--- config.mk ---
export PLATFORM = sky130hd
export DESIGN_NAME = pending_encoder_32_to_5
export DESIGN_NICKNAME = d
export VERILOG_FILES = /design/src/rtl/pending_encoder_32_to_5.sv
export SDC_FILE = /design/constraint.sdc
export NUM_CORES = 1
export LEC_CHECK = 0
export BUFFER_PORTS_ARGS = -buffer_cell sky130_fd_sc_hd__buf_2
export CORE_ASPECT_RATIO = 1.4
export CORE_MARGIN = 2
export CORE_UTILIZATION = 45
export DETAILED_ROUTE_END_ITERATION = 10
export HOLD_SLACK_MARGIN = 0.06
export SLEW_MARGIN = 20
export SYNTH_ARGS = -nofsm -noshare
export SYNTH_HDL_FRONTEND = slang
export SYNTH_SLANG_ARGS = --single-unit
--- constraint.sdc ---
create_clock -name clock -period 3.2 [get_ports clock]
set_input_delay 0.96 -clock clock [delete_from_list [all_inputs] [get_ports clock]]
set_output_delay 0.96 -clock clock [all_outputs]
set_load 0.05 [all_outputs]
--- src/rtl/pending_encoder_32_to_5.sv ---
// pending_encoder_32_to_5
//
// Sequential 32-to-5 encoder. A non-zero 32-bit request vector is captured on
// an accepted load. The 5-bit index of every set bit is then presented on
// `out`, lowest index first, one index per out_valid/out_ready handshake.
// After the last index of a vector is accepted, `done` pulses for one cycle
// and the block returns to idle.
//
// Ports
//   clock       in   1   rising-edge clock
//   reset       in   1   asynchronous, active-high reset of all state
//   load        in   1   capture `in` (honoured only while load_ready=1)
//   in          in   32  request vector; bit i set means index i pending
//   load_ready  out  1   idle and able to accept a load
//   out         out  5   index of the lowest still-pending bit
//   out_valid   out  1   `out` holds a valid index
//   out_ready   in   1   consumer accepts `out` this cycle
//   remaining   out  6   pending bits not yet accepted (0..32)
//   done        out  1   one-cycle pulse after the final index is accepted
//
// Every output comes from a register (load_ready decodes the state register
// only), so there is no combinational path from `in` or `out_ready`.

module pending_encoder_32_to_5 (
    input  logic        clock,
    input  logic        reset,
    input  logic        load,
    input  logic [31:0] in,
    output logic        load_ready,
    output logic [4:0]  out,
    output logic        out_valid,
    input  logic        out_ready,
    output logic [5:0]  remaining,
    output logic        done
);

    typedef enum logic {
        IDLE = 1'b0,
        EMIT = 1'b1
    } state_t;

    state_t      state;
    state_t      state_nxt;
    logic [31:0] pending;
    logic [31:0] pending_nxt;
    logic [31:0] pending_clr;
    logic [4:0]  out_nxt;
    logic        out_valid_nxt;
    logic [5:0]  remaining_nxt;
    logic        done_nxt;

    // Index of the lowest set bit; bit 0 has the highest priority.
    // The caller guarantees v is non-zero.
    function automatic logic [4:0] lowest_set(input logic [31:0] v);
        logic [4:0] idx;
        idx = 5'd0;
        for (int i = 31; i >= 0; i--) begin
            if (v[i]) begin
                idx = 5'(i);
            end
        end
        return idx;
    endfunction

    // Number of set bits; 6 bits wide so that 32 is representable.
    function automatic logic [5:0] popcount(input logic [31:0] v);
        logic [5:0] cnt;
        cnt = 6'd0;
        for (int i = 0; i < 32; i++) begin
            cnt = cnt + {5'd0, v[i]};
        end
        return cnt;
    endfunction

    assign load_ready = (state == IDLE);

    // Next-state / next-output logic
    always_comb begin
        state_nxt     = state;
        pending_nxt   = pending;
        out_nxt       = out;
        out_valid_nxt = out_valid;
        remaining_nxt = remaining;
        done_nxt      = 1'b0;
        // Pending vector with the index currently on `out` retired.
        pending_clr   = pending & ~(32'd1 << out);

        case (state)
            IDLE: begin
                // An all-zero vector has nothing to emit and is dropped.
                if (load && (in != 32'd0)) begin
                    pending_nxt   = in;
                    out_nxt       = lowest_set(in);
                    remaining_nxt = popcount(in);
                    out_valid_nxt = 1'b1;
                    state_nxt     = EMIT;
                end
            end

            EMIT: begin
                // Without a handshake everything holds, keeping `out`
                // stable under backpressure.
                if (out_valid && out_ready) begin
                    pending_nxt   = pending_clr;
                    remaining_nxt = remaining - 6'd1;
                    if (pending_clr != 32'd0) begin
                        out_nxt = lowest_set(pending_clr);
                    end else begin
                        out_valid_nxt = 1'b0;
                        out_nxt       = 5'd0;
                        done_nxt      = 1'b1;
                        state_nxt     = IDLE;
                    end
                end
            end

            default: begin
                state_nxt = IDLE;
            end
        endcase
    end

    // State and output registers
    always_ff @(posedge clock or posedge reset) begin
        if (reset) begin
            state     <= IDLE;
            pending   <= 32'd0;
            out       <= 5'd0;
            out_valid <= 1'b0;
            remaining <= 6'd0;
            done      <= 1'b0;
        end else begin
            state     <= state_nxt;
            pending   <= pending_nxt;
            out       <= out_nxt;
            out_valid <= out_valid_nxt;
            remaining <= remaining_nxt;
            done      <= done_nxt;
        end
    end

endmodule

==> results list, run 1 <==
* Run status: finished, violations left
* Failing checks: setup timing
- Area share of the leading cell type in the synthesized netlist: 0.2819
* Depth of the most critical reg-to-reg path: 7
* Area delta synth->final: 23.38%
- Capture point of the worst reg-to-reg path: out[1]
- Final hold violation count: 0
- The cell count after synthesis came out at 508.
- Crit path time final: 5.171 ns
- Cell Count Post-Placement: 695
* Worst setup path class: in2reg
- Final Hold Slack: 0.4766 ns
- The congestion estimate from routability-driven global placement came to 0.9674.
- The routed design has 12690 um of wire.
- The root buffer cell chosen for the clock tree is clkbuf_16.
* Switching share of total power: 0.4706
- The floorplan step set the die height to 116.7 um.
- For this run, the number of standard cells in the final layout without fillers is 706.
- Boundary pin count: 50
- Setup repair after global routing could not meet its margin everywhere.
* Number of enable-type register cells in the synthesized netlist: 0
- STA classifies the critical path startpoint as a primary input.
- Total Power: 4.578 mW
- Dividing the synthesized area by the synthesized cell count gives 8.037 um2.
* Post-detailed-route count of antenna-violating nets: 0
- Measured against its own limit, the worst slew margin works out to 0.5448.
- The internal power of the cells totals 2.424 mW.
* Clk pin slew, worst setup/hold paths: 0.06 ns
- Combinational share of power: 0.668
- The analysis attributes to net switching a power of 2.154 mW.
- Across all layers, the routed design uses 4036 vias.
- Total count of max-transition violations in the final report: 0
* Core area: 8926 um2
- The number of antenna violations at the first check in global routing is 0.
- Vias per Instance: 5.717
- Achievable Freq: 0.1934 GHz
* Count of clock tree sinks: 46
* Share of cells above drive strength 1: 0.2588
- Register bit count reported by yosys: 46
* Compound-Gate Fraction of Synth Area: 0.2654
- For this run, the leading register cell type out of synthesis is dfrtp_1.
- Commonest cells post-synth: o21ai_0, nand2_1, inv_1
* Critical path data required time: 3.42 ns
- Detailed placement ended at an HPWL of 10210 um.
- Cell types occupying the most area after synthesis: dfrtp_1, fa_1, o21ai_0
* Number of buffers and inverters on the critical path: 5
- Cell Chain, Critical Path: buf_8 -> fa_1 -> inv_1 -> fa_1 -> fa_2 -> fa_2 -> fa_2 -> fa_1 -> inv_2 -> ha_4 -> inv_2 -> fa_2 -> inv_1 -> a21o_1 -> a21oi_2 -> xor2_1 -> o22ai_1 -> nand2_1 -> o21ai_1
- Summed over all instances, the cell type with the most area after synthesis is dfrtp_1.
* Fill cell instance count of the final layout: 878
- Along the worst hold path, the cell count comes to 2.
* TritonCTS clock tree: done
- Period Utilization, post-route: 1.616
- The number of clock buffers added by TritonCTS is 5.
- Summed over all layers, the global routing overflow is 0.
* Post-route cell area: 5037 um2
- After synthesis, the largest family of logic cells by area is compound AO/OA/AOI/OAI gates.
- The share of total power dissipated in sequential elements is 0.214.
- The analysis attributes to cell leakage a power of 2.389 nW.
- In this run the register-to-register setup slack is 0.46 ns.
- In this run the cell area of the synthesized design comes to 4083 um2.
* DRC: 0
* Multiplexer fraction of the synthesized cell area: 0.01992
* Net count of the mapped netlist: 577
- Clock network power share: 0.118
- 1st-pass router iterations: 5
- Final Util: 0.5643
* Number of buffer cells added on primary ports: 49
* Worst R2R Start: out[1]
* Die area: 9861 um2
- Largest net degree at the start of global routing: 44
- Endpoint class of the critical path: register
- The worst hold path terminates at pending[27].
* Simple-gate share of the synthesized area: 0.2035
- Across the VDD grid, the largest voltage drop is 1280 uV.
- Once placement finished, the instance area stood at 4820 um2.
* Initial Utilization: 0.4574
- The first routing iteration left 268 violations.
- # hold bufs at CTS: 0
- Worst-path maximum fanout: 2
- o21ai_0 is the most common cell in the netlist.
- The H-tree was split into 2 levels.
- After synthesis, the netlist uses 63 different library cells.
- Final setup margin: -1.971 ns
- The number of global-route vias before repair is 3844.
- Average wire length per cell after detail routing: 17.98 um
- Delay of the slowest critical-path stage: 0.58 ns
* Classification of the worst-slack hold path: reg2reg
- Startpoint of the lowest-slack hold path: pending[27]
* Number of buffers on the longest clock path: 2
* Final clock skew: 0.004950 ns
- # Max-Cap Violations: 0
* Arrival time at the worst endpoint: 5.40 ns
- Warnings, synthesis: 0
- For this design the ratio of total power to cell area is 908.8 nW/um2.
- Prior to clock tree synthesis, the placed netlist has a worst setup slack of -2.342 ns.
* Count of antenna diodes in the layout: 0
- Net count reported at finish: 667
- The first global-routing pass estimated 20470 um of wire.
* CP delay by family, top: adder cells
* Adder-cell area share of the yosys netlist: 0.1453
- In the global route stage, overall resource usage came out at 0.2663.
- CP max stage cell: fa_1
- Total of endpoints with negative setup slack in the final report: 6
* Sequential element share of the synthesized area: 0.2819
- At the pin with the least slew margin, the transition time is 0.6828 ns.
* Die width: 84.50 um
- At the later pin of the worst-skew pair, clock insertion delay measures 0.29 ns.
- Of all flip-flops after synthesis, the portion carrying an async set or reset was 1.000.
- Cell repeated most along the worst path: fa_2
- Accumulated negative setup slack: -10.71 ns
* Number of cell rows: 41
- Synth Area in XOR/XNOR: 0.004291
==> final cells by class <==
| type | count | area [um2] | share of cell area |
|---|---|---|---|
| Clock buffer | 7 | 142.6 | 0.02832 |
| Sequential cell | 46 | 1151 | 0.2285 |
| Multi-Input combinational cell | 383 | 2656 | 0.5273 |
| Clock inverter | 1 | 5.005 | 0.0009935 |
| Inverter | 52 | 195.2 | 0.03875 |
| Tap cell | 107 | 133.9 | 0.02658 |
| Timing Repair Buffer | 110 | 753.2 | 0.1495 |
==> cells in the final DEF, fill, tap and decap left out, types with 4 or more instances in the layout <==
| cell type | netlist | final |
|---|---|---|
| o21ai_1 | 12 | 15 |
| o21a_1 | 8 | 8 |
| mux2i_1 | 7 | 7 |
| nand3_1 | 10 | 9 |
| nor3_1 | 11 | 10 |
| a22o_1 | 11 | 11 |
| nand4_1 | 6 | 6 |
| nand2b_1 | 5 | 5 |
| o21ai_0 | 57 | 54 |
| o31ai_1 | 4 | 4 |
| ha_1 | 9 | 8 |
| nor4_1 | 6 | 6 |
| fa_1 | 24 | 20 |
| nand2_1 | 53 | 53 |
| nor2_1 | 40 | 40 |
| or2_2 | 7 | 7 |
| a21o_1 | 5 | 5 |
| fa_2 | 0 | 4 |
| dfrtp_1 | 46 | 46 |
| inv_2 | 0 | 9 |
| inv_1 | 52 | 43 |
| a31oi_1 | 9 | 9 |
| or3b_1 | 4 | 4 |
| clkbuf_16 | 0 | 5 |
| a211oi_1 | 4 | 4 |
| buf_4 | 1 | 60 |
| a21oi_1 | 34 | 32 |
| buf_2 | 14 | 45 |
==> sequential cells by signal, indices dropped and copies added (netlist names) <==
register	count
pending	32
done	1
state	1
out	5
remaining	6
out_valid	1
==> worst max-delay path by stage <==
| stage | startpoint | end | slack [ns] | depth (start not counted) |
|---|---|---|---|---|
| after floorplan | in[17] | remaining[4] | -2.02 | 20 |
| after global placement | in[23] | remaining[4] | -2.29 | 21 |
| after detailed placement | in[23] | remaining[4] | -2.34 | 21 |
| after CTS | in[3] | remaining[4] | -2.01 | 19 |
| after global routing | in[15] | remaining[4] | -2.11 | 19 |
| final | in[3] | remaining[4] | -1.97 | 19 |
==> cell families after synthesis <==
group                    count (synthesis)
AND/OR/NAND/NOR                        166
XOR/XNOR                                 2
AO/OA/AOI/OAI                          174
buffers and inverters                   79
adder cells (fa/ha/maj)                 33
multiplexers                             8
flip-flops                              46
==> worst min-delay path: stages, from the launching register on <==
cell and delay [ns]:
dfrtp_1 0.35, nand2_1 0.05, nand2_1 0.05
==> metal layers <==
layer  track usage  vias to the layer above  routed length, um
met2        0.4688                      107               6448
met3       0.02686                       12                462
li1              -                     1981                  -
met4       0.06561                        0                203
met5             0                        -                  0
met1        0.3536                     1936               5580
==> power by group through the flow <==
stage | Combinational (mW) | Sequential [mW] | Clock [mW]
global route | 3.36 | 1.01 | 0.569
CTS | 3.07 | 0.978 | 0.548
detailed placement | 2.94 | 0.987 | 0
global placement | 2.89 | 0.979 | 0
finish | 3.06 | 0.981 | 0.540
floorplan | 1.92 | 1.12 | 0
==> repair_timing <==
action                                  4_1_cts  5_1_grt
gates resized for setup                      13        7
buffers inserted                              3        0
cloned                                        0        0
pin swaps                                    18        6
endpoints found under the setup margin        6        6
(Power assumes the default switching activity.)
==> run 2, diff against run 1 <==
- BUFFER_PORTS_ARGS: -buffer_cell sky130_fd_sc_hd__buf_2 -> -buffer_cell sky130_fd_sc_hd__buf_4
- CORE_MARGIN: 2 -> default
==> results list, run 2 (synthesis gave the netlist of run 1 again) <==
- Endpoint class of the critical path: register
* Most flop-heavy register: pending
- Cell repeated most along the worst path: fa_1
- The source-to-sink clock delay at the later pin of the worst-skew pair was 0.29 ns (about the same).
* TritonCTS clock tree: done
- # hold bufs at CTS: 0 (unchanged)
- The biggest cell delay along the critical path came to 0.55 ns (-0.03 ns).
- Worst setup path class: in2reg
- The pin count of the biggest net entering global routing was 35 (-20%).
- The power per unit of standard cell area was 907.7 nW/um2 (-0.12%).
- The total wire length came to 13190 um (+3.9%).
- CTS buffer count: 5 (unchanged)
- The area of the core was 8708 um2 (-2.4%).
- The number of antenna-violating nets in the routed design came to 0 (unchanged).
* Period Utilization, post-route: 1.623 (+0.007475)
* GRT Resource Usage Total: 0.2987 (+0.03245)
* Area taken by flip-flops and latches: 1151 um2 (unchanged)
- Relative to the synthesized area, the layout overhead comes to 25.90%.
* Total count of max-transition violations in the final report: 0 (unchanged)
- Vias per Instance: 5.855 (+2.4%)
- Kind of start point of the critical path: primary input
- Fill cell instance count of the final layout: 859 (-2.2%)
- The layout net count was 666 (-0.15%).
* Failing checks: setup timing
* 1st-pass router iterations: 5 (unchanged)
- Leaving out fill and tap cells, the most frequent cell in the layout is buf_4.
- H-tree Lvls: 2 (unchanged)
- The endpoint arrival time on the critical path is 5.38 ns (-0.02 ns).
- The library cells used most frequently in the layout, excluding fill and tap cells, are buf_4, o21ai_0, nand2_1.
- The largest driver fanout on the critical path is 2 (unchanged).
- Boundary pin count: 50 (unchanged)
- Largest register FFs: 32 (unchanged)
- Hold Path Sink: pending[27]
- Normalized max-slew margin: 0.5238 (-0.02102)
- The fraction of layout cells with a size suffix above 1 is 0.2492 (-0.009601).
* Number of buffers and inverters on the critical path: 6 (+1)
* Overall via count from detail_route: 4116 (+2.0%)
- Initial DRC Count: 367 (+37%)
* Area taken by multi-input logic gates: 2639 um2 (-0.66%)
* Average wire length per cell after detail routing: 18.77 um (+4.4%)
- Final weighted congestion in routability-driven placement: 0.8554 (-12%)
- The clock-pin slew of the registers on the worst-case setup and hold paths was 0.07 ns (about the same).
* Worst R2R Start: out[4]
- Startpoint of the lowest-slack hold path: pending[27]
- The die outline width was 82.50 um (-2.4%).
* Number of buffer cells added on primary ports: 49 (unchanged)
- Number of cell rows: 40 (-2.4%)
* Final Util: 0.5902 (+0.02589)
* Largest registers ranked by flip-flop count: pending: 32 flops, remaining: 6 flops, out: 5 flops
- The number of endpoints failing setup at the final stage was 6 (unchanged).
- Cell Count Post-Placement: 692 (-0.43%)
- Setup repair after global routing could not meet its margin everywhere.
- Classification of the worst-slack hold path: reg2reg
- CP max stage cell: fa_1
- Final hold violation count: 0 (unchanged)
- The final hold slack came to 0.4690 ns (-0.007554 ns).
* Initial Utilization: 0.4688 (+0.01143)
- Register-to-register setup slack: 0.38 ns (-0.08 ns)
* Count of antenna diodes in the layout: 0 (unchanged)
- Traced cell by cell, the critical path runs through buf_4 -> fa_1 -> inv_2 -> fa_2 -> fa_2 -> fa_1 -> fa_1 -> fa_1 -> inv_2 -> ha_4 -> inv_2 -> fa_2 -> buf_4 -> buf_6 -> xor2_1 -> o22ai_1 -> a22o_1.
- The number of max-cap violations came to 0 (unchanged).
- Global-route congestion overflow total: 0 (unchanged)
* Slew at the pin closest to its max-slew limit: 0.7143 ns (+0.03153 ns)
- Run status: finished, violations left
* Critical path data required time: 3.38 ns (-0.04 ns)
- Number of antenna violations at the first check in global routing: 0 (unchanged)
* CP delay by family, top: adder cells
- Total Power: 4.666 mW (+1.9%)
* Static leakage: 2.426 nW (+1.5%)
- Depth of the most critical reg-to-reg path: 8 (+1)
- The final worst setup slack came to -1.995 ns (-0.02392 ns).
- In this run the worst setup path begins at in[0].
- Maximum vdd drop: 1106 uV (-14%)
- The clock skew after layout is 0.005836 ns (+0.0008866 ns).
- Achievable Freq: 0.1925 GHz (-0.46%)
- The global-route wire length before repair came to 20730 um (+1.2%).
* Worst hold stages: 2 (unchanged)
- The worst register-to-register path ends at out[1].
- The filler-free cell count of the finished design came to 703 (-0.42%).
* Final HPWL from detailed placement: 10480 um (+2.7%)
- Clock Root Buffer: clkbuf_16
- The number of clock sinks came to 46 (unchanged).
- Crit path time final: 5.195 ns (+0.02392 ns)
* Number of buffers on the longest clock path: 2 (unchanged)
* DRC: 0 (unchanged)
- The number of global-route vias before repair was 3996 (+4.0%).
* Die area: 9463 um2 (-4.0%)
- Y dimension of the die: 114.7 um (-1.7%)
run 2: through the flow:
stage / TNS, ns / setup WS [ns] / instance area, um2
after floorplan: -10.74 / -2.020 / 4110
after global placement: -12.51 / -2.271 / 4932
after detailed placement: -12.71 / -2.336 / 4932
after CTS: -10.73 / -2.000 / 5127
after global routing: -11.56 / -2.150 / 5140
final: -10.74 / -1.995 / 5140
run 2: worst register-to-register path, stage by stage (launching register included):
cell and delay, ns:
dfrtp_1 0.65, nand3b_1 0.35, o21ai_0 0.57, nand4_1 0.22, nor3_1 0.22, and2_1 0.22, nand3_1 0.15, nand4b_1 0.18
o221ai_1 0.13
run 2: where the power goes:
part | switching, mW | internal (mW)
clock | 0.231 | 0.366
sequential | 0.227 | 0.773
combinational | 1.69 | 1.38
run 2: how the worst max path moves through the flow:
stage | endpoint | slack [ns] | cells past startpoint
2_1_floorplan | remaining[4] | -2.02 | 20
3_3_place_gp | remaining[4] | -2.27 | 21
3_5_place_dp | remaining[4] | -2.34 | 21
4_1_cts | remaining[4] | -2.00 | 21
5_1_grt | remaining[4] | -2.15 | 21
6_report | remaining[2] | -2.00 | 17
run 2: final cells by class:
type | count | share of cell area
Clock buffer | 5 | 0.02434
Clock inverter | 3 | 0.007790
Tap cell | 105 | 0.02556
Timing Repair Buffer | 109 | 0.1670
Sequential cell | 46 | 0.2240
Inverter | 52 | 0.03797
Multi-Input combinational cell | 383 | 0.5134
run 2: layer usage:
metal | vias up | share of wire | track usage | wire (um)
met1 | 1982 | 0.42 | 0.3897 | 5529
met2 | 133 | 0.52 | 0.5113 | 6801
met4 | 0 | 0.023 | 0.08621 | 300
li1 | 1977 | - | - | -
met5 | - | 0 | 0 | 0
met3 | 24 | 0.043 | 0.03745 | 563
run 2: repair_timing:
item,in CTS,in global routing
pin swaps,6,6
setup buffers,2,1
gates resized for setup,6,4
gates cloned,0,0
endpoints found under the setup margin,6,6
hold endpoints to repair,0,0
==> run 3, diff against run 2 <==
- GPL_TIMING_DRIVEN: default -> 0
==> results list, run 3 (synthesis gave the netlist of run 1 again) <==
- TritonCTS built the clock tree.
- Leading cell types in the layout, fill and taps excluded: o21ai_0, nand2_1, buf_4
* Final setup margin: -2.028 ns (-0.03286 ns)
- Global-route congestion overflow total: 0 (unchanged)
- In this run the clock root is driven by a clkbuf_16.
- The clock-pin slew of the registers on the worst-case setup and hold paths came to 0.07 ns (about the same).
- The number of antenna violations at the first check in global routing is 0 (unchanged).
* Post-route cell area: 4885 um2 (-5.0%)
- The run finished, with violations left.
- The count of final max-slew check failures was 0 (unchanged).
- Arrival time at the worst endpoint: 5.45 ns (+0.07 ns)
* Initial DRC Count: 348 (-5.2%)
- The DRC violation count after routing was 0 (unchanged).
- The number of endpoints failing setup at the final stage came to 6 (unchanged).
- pending holds more flip-flops than any other register.
- The overall fraction of global-route tracks in use is 0.3135 (+0.01478).
- Vias per Instance: 6.139 (+4.9%)
- Number of cell rows: 40 (unchanged)
* Normalized max-slew margin: 0.5166 (-0.007221)
* Final hold violation count: 0 (unchanged)
- The routed wirelength normalized by instance count was 20.53 um (+9.4%).
- The number of max-cap violations is 0 (unchanged).
- The worst register-to-register path ends at out[1].
- The clock skew after layout came to 0.001778 ns (-0.004059 ns).
- The number of antenna cells inserted was 0 (unchanged).
* H-tree Lvls: 2 (unchanged)
* Worst hold stages: 2 (unchanged)
- Y dimension of the die: 114.7 um (unchanged)
* Area delta synth->final: 19.64%
- Largest registers ranked by flip-flop count: pending: 32 flops, remaining: 6 flops, out: 5 flops
- The global-route wire length before repair is 21400 um (+3.3%).
- Post-detailed-route count of antenna-violating nets: 0 (unchanged)
* Number of buffer cells added on primary ports: 49 (unchanged)
- The biggest cell delay along the critical path came to 0.55 ns (about the same).
* CP max stage cell: fa_1
- The final weighted congestion of routability-driven global placement came to 0.9492 (+11%).
* Final Hold Slack: 0.4725 ns (+0.003452 ns)
* Cell Count Post-Placement: 663 (-4.2%)
* Overall via count from detail_route: 4144 (+0.68%)
- Failing checks: setup timing
- Most common library cell in the layout ignoring fill and taps: o21ai_0
* RSZ-0062 raised after global routing: yes
* Endpoint class of the critical path: register
* Slew at the pin closest to its max-slew limit: 0.7251 ns (+0.01083 ns)
- The kind of cell with the highest combined delay along the critical path is adder cells.
- Die width: 82.50 um (unchanged)
- The number of global-route vias before repair is 3981 (-0.38%).
- The worst setup path is of the in2reg kind.
- In this run the worst hold path is classified as reg2reg.
- Worst R2R Start: out[4]
- Walking the worst path, the cells encountered are buf_8 -> fa_1 -> inv_1 -> fa_1 -> inv_1 -> fa_1 -> inv_2 -> fa_1 -> fa_1 -> fa_1 -> inv_2 -> ha_4 -> inv_2 -> fa_2 -> inv_1 -> a21o_1 -> a21oi_2 -> xor2_1 -> o22ai_1 -> nand2_1 -> o21ai_2.
- The pin count of the biggest net entering global routing came to 29 (-17%).
- Worst-path maximum fanout: 2 (unchanged)
* Static leakage: 2.232 nW (-8.0%)
* CTS buffer count: 5 (unchanged)
* Largest register FFs: 32 (unchanged)
- The filler-free cell count of the finished design was 675 (-4.0%).
* Crit path time final: 5.228 ns (+0.03286 ns)
* Maximum vdd drop: 1008 uV (-8.8%)
* Depth of the most critical reg-to-reg path: 8 (unchanged)
- Count of clock tree sinks: 46 (unchanged)
* Final Util: 0.5609 (-0.02931)
* Period Utilization, post-route: 1.634 (+0.01027)
- The worst setup path is launched from a primary input.
- Number of buffers and inverters on the critical path: 7 (+1)
- Area post-placement: 4629 um2 (-6.1%)
* Achievable Freq: 0.1913 GHz (-0.63%)
* Startpoint of the lowest-slack hold path: pending[27]
* Number of buffers on the longest clock path: 2 (unchanged)
- The number of iterations in the first detailed-routing pass is 7 (+2).
- The top-level I/O count came to 50 (unchanged).
- # hold bufs at CTS: 0 (unchanged)
- Share of cells above drive strength 1: 0.2018 (-0.04741)
- The data required time of the critical path came to 3.42 ns (+0.04 ns).
- Source-to-sink clock delay at the later pin of the worst-skew pair: 0.29 ns (about the same)
* Hold Path Sink: pending[27]
* Cell repeated most along the worst path: fa_1
* Final HPWL from detailed placement: 10790 um (+2.9%)
- Die area: 9463 um2 (unchanged)
- Net count reported at finish: 638 (-4.2%)
- The total wire length came to 13860 um (+5.0%).
- The area of the core was 8708 um2 (unchanged).
- The power per unit of standard cell area is 937.4 nW/um2 (+3.3%).
- The reg2reg setup slack was 0.43 ns (+0.05 ns).
- The starting density of the core came to 0.4688 (unchanged).
[run 3: tightest hold or removal path, stage by stage (launching register included)]
cell	delay [ns]
dfrtp_1	0.34
nand2_1	0.05
nand2_1	0.05
[run 3: per-stage QoR]
step / worst slack (ns) / TNS, ns / power (mW)
floorplan: -2.020 / -10.74 / 3.040
finish: -2.028 / -10.94 / 4.579
CTS: -2.091 / -11.19 / 4.566
global route: -2.168 / -11.62 / 4.936
detailed placement: -2.436 / -19.17 / 3.804
global placement: -2.412 / -18.76 / 3.756
[run 3: timing repair]
action	4_1_cts	5_1_grt
endpoints found under the setup margin	16	16
pin swaps	9	7
gates resized for setup	12	8
setup buffers	3	1
[run 3: worst max path at each step]
| stage | slack [ns] | startpoint | depth (start not counted) | to |
|---|---|---|---|---|
| 6_report | -2.03 | in[17] | 21 | remaining[4] |
| 5_1_grt | -2.17 | in[17] | 21 | remaining[4] |
| 4_1_cts | -2.09 | in[17] | 21 | remaining[4] |
| 3_5_place_dp | -2.44 | in[17] | 21 | remaining[4] |
| 3_3_place_gp | -2.41 | in[17] | 21 | remaining[4] |
| 2_1_floorplan | -2.02 | in[17] | 20 | remaining[4] |
[run 3: metal layers]
metal | part of all wire | vias to the layer above | global-route usage | routed length, um
li1 | - | 1911 | - | -
met1 | 0.40 | 2004 | 0.3940 | 5529
met2 | 0.50 | 193 | 0.5190 | 6915
met3 | 0.066 | 36 | 0.06693 | 917
met4 | 0.036 | 0 | 0.1218 | 493
met5 | 0 | - | 0 | 0
[run 3: report_power, final]
part / leakage (nW) / switching, mW / internal [mW]
sequential: 0.587 / 0.164 / 0.774
combinational: 1.57 / 1.78 / 1.26
clock: 0.0771 / 0.239 / 0.370
total: 2.23 / 2.18 / 2.40
[run 3: cell type report]
type | count | area [um2]
Inverter | 52 | 195.2
Sequential cell | 46 | 1151
Tap cell | 105 | 131.4
Fill cell | 867 | 3824
Multi-Input combinational cell | 383 | 2664
Buffer | 27 | 132.6
Clock buffer | 6 | 128.9
Timing Repair Buffer | 54 | 444.2
Clock inverter | 2 | 37.54
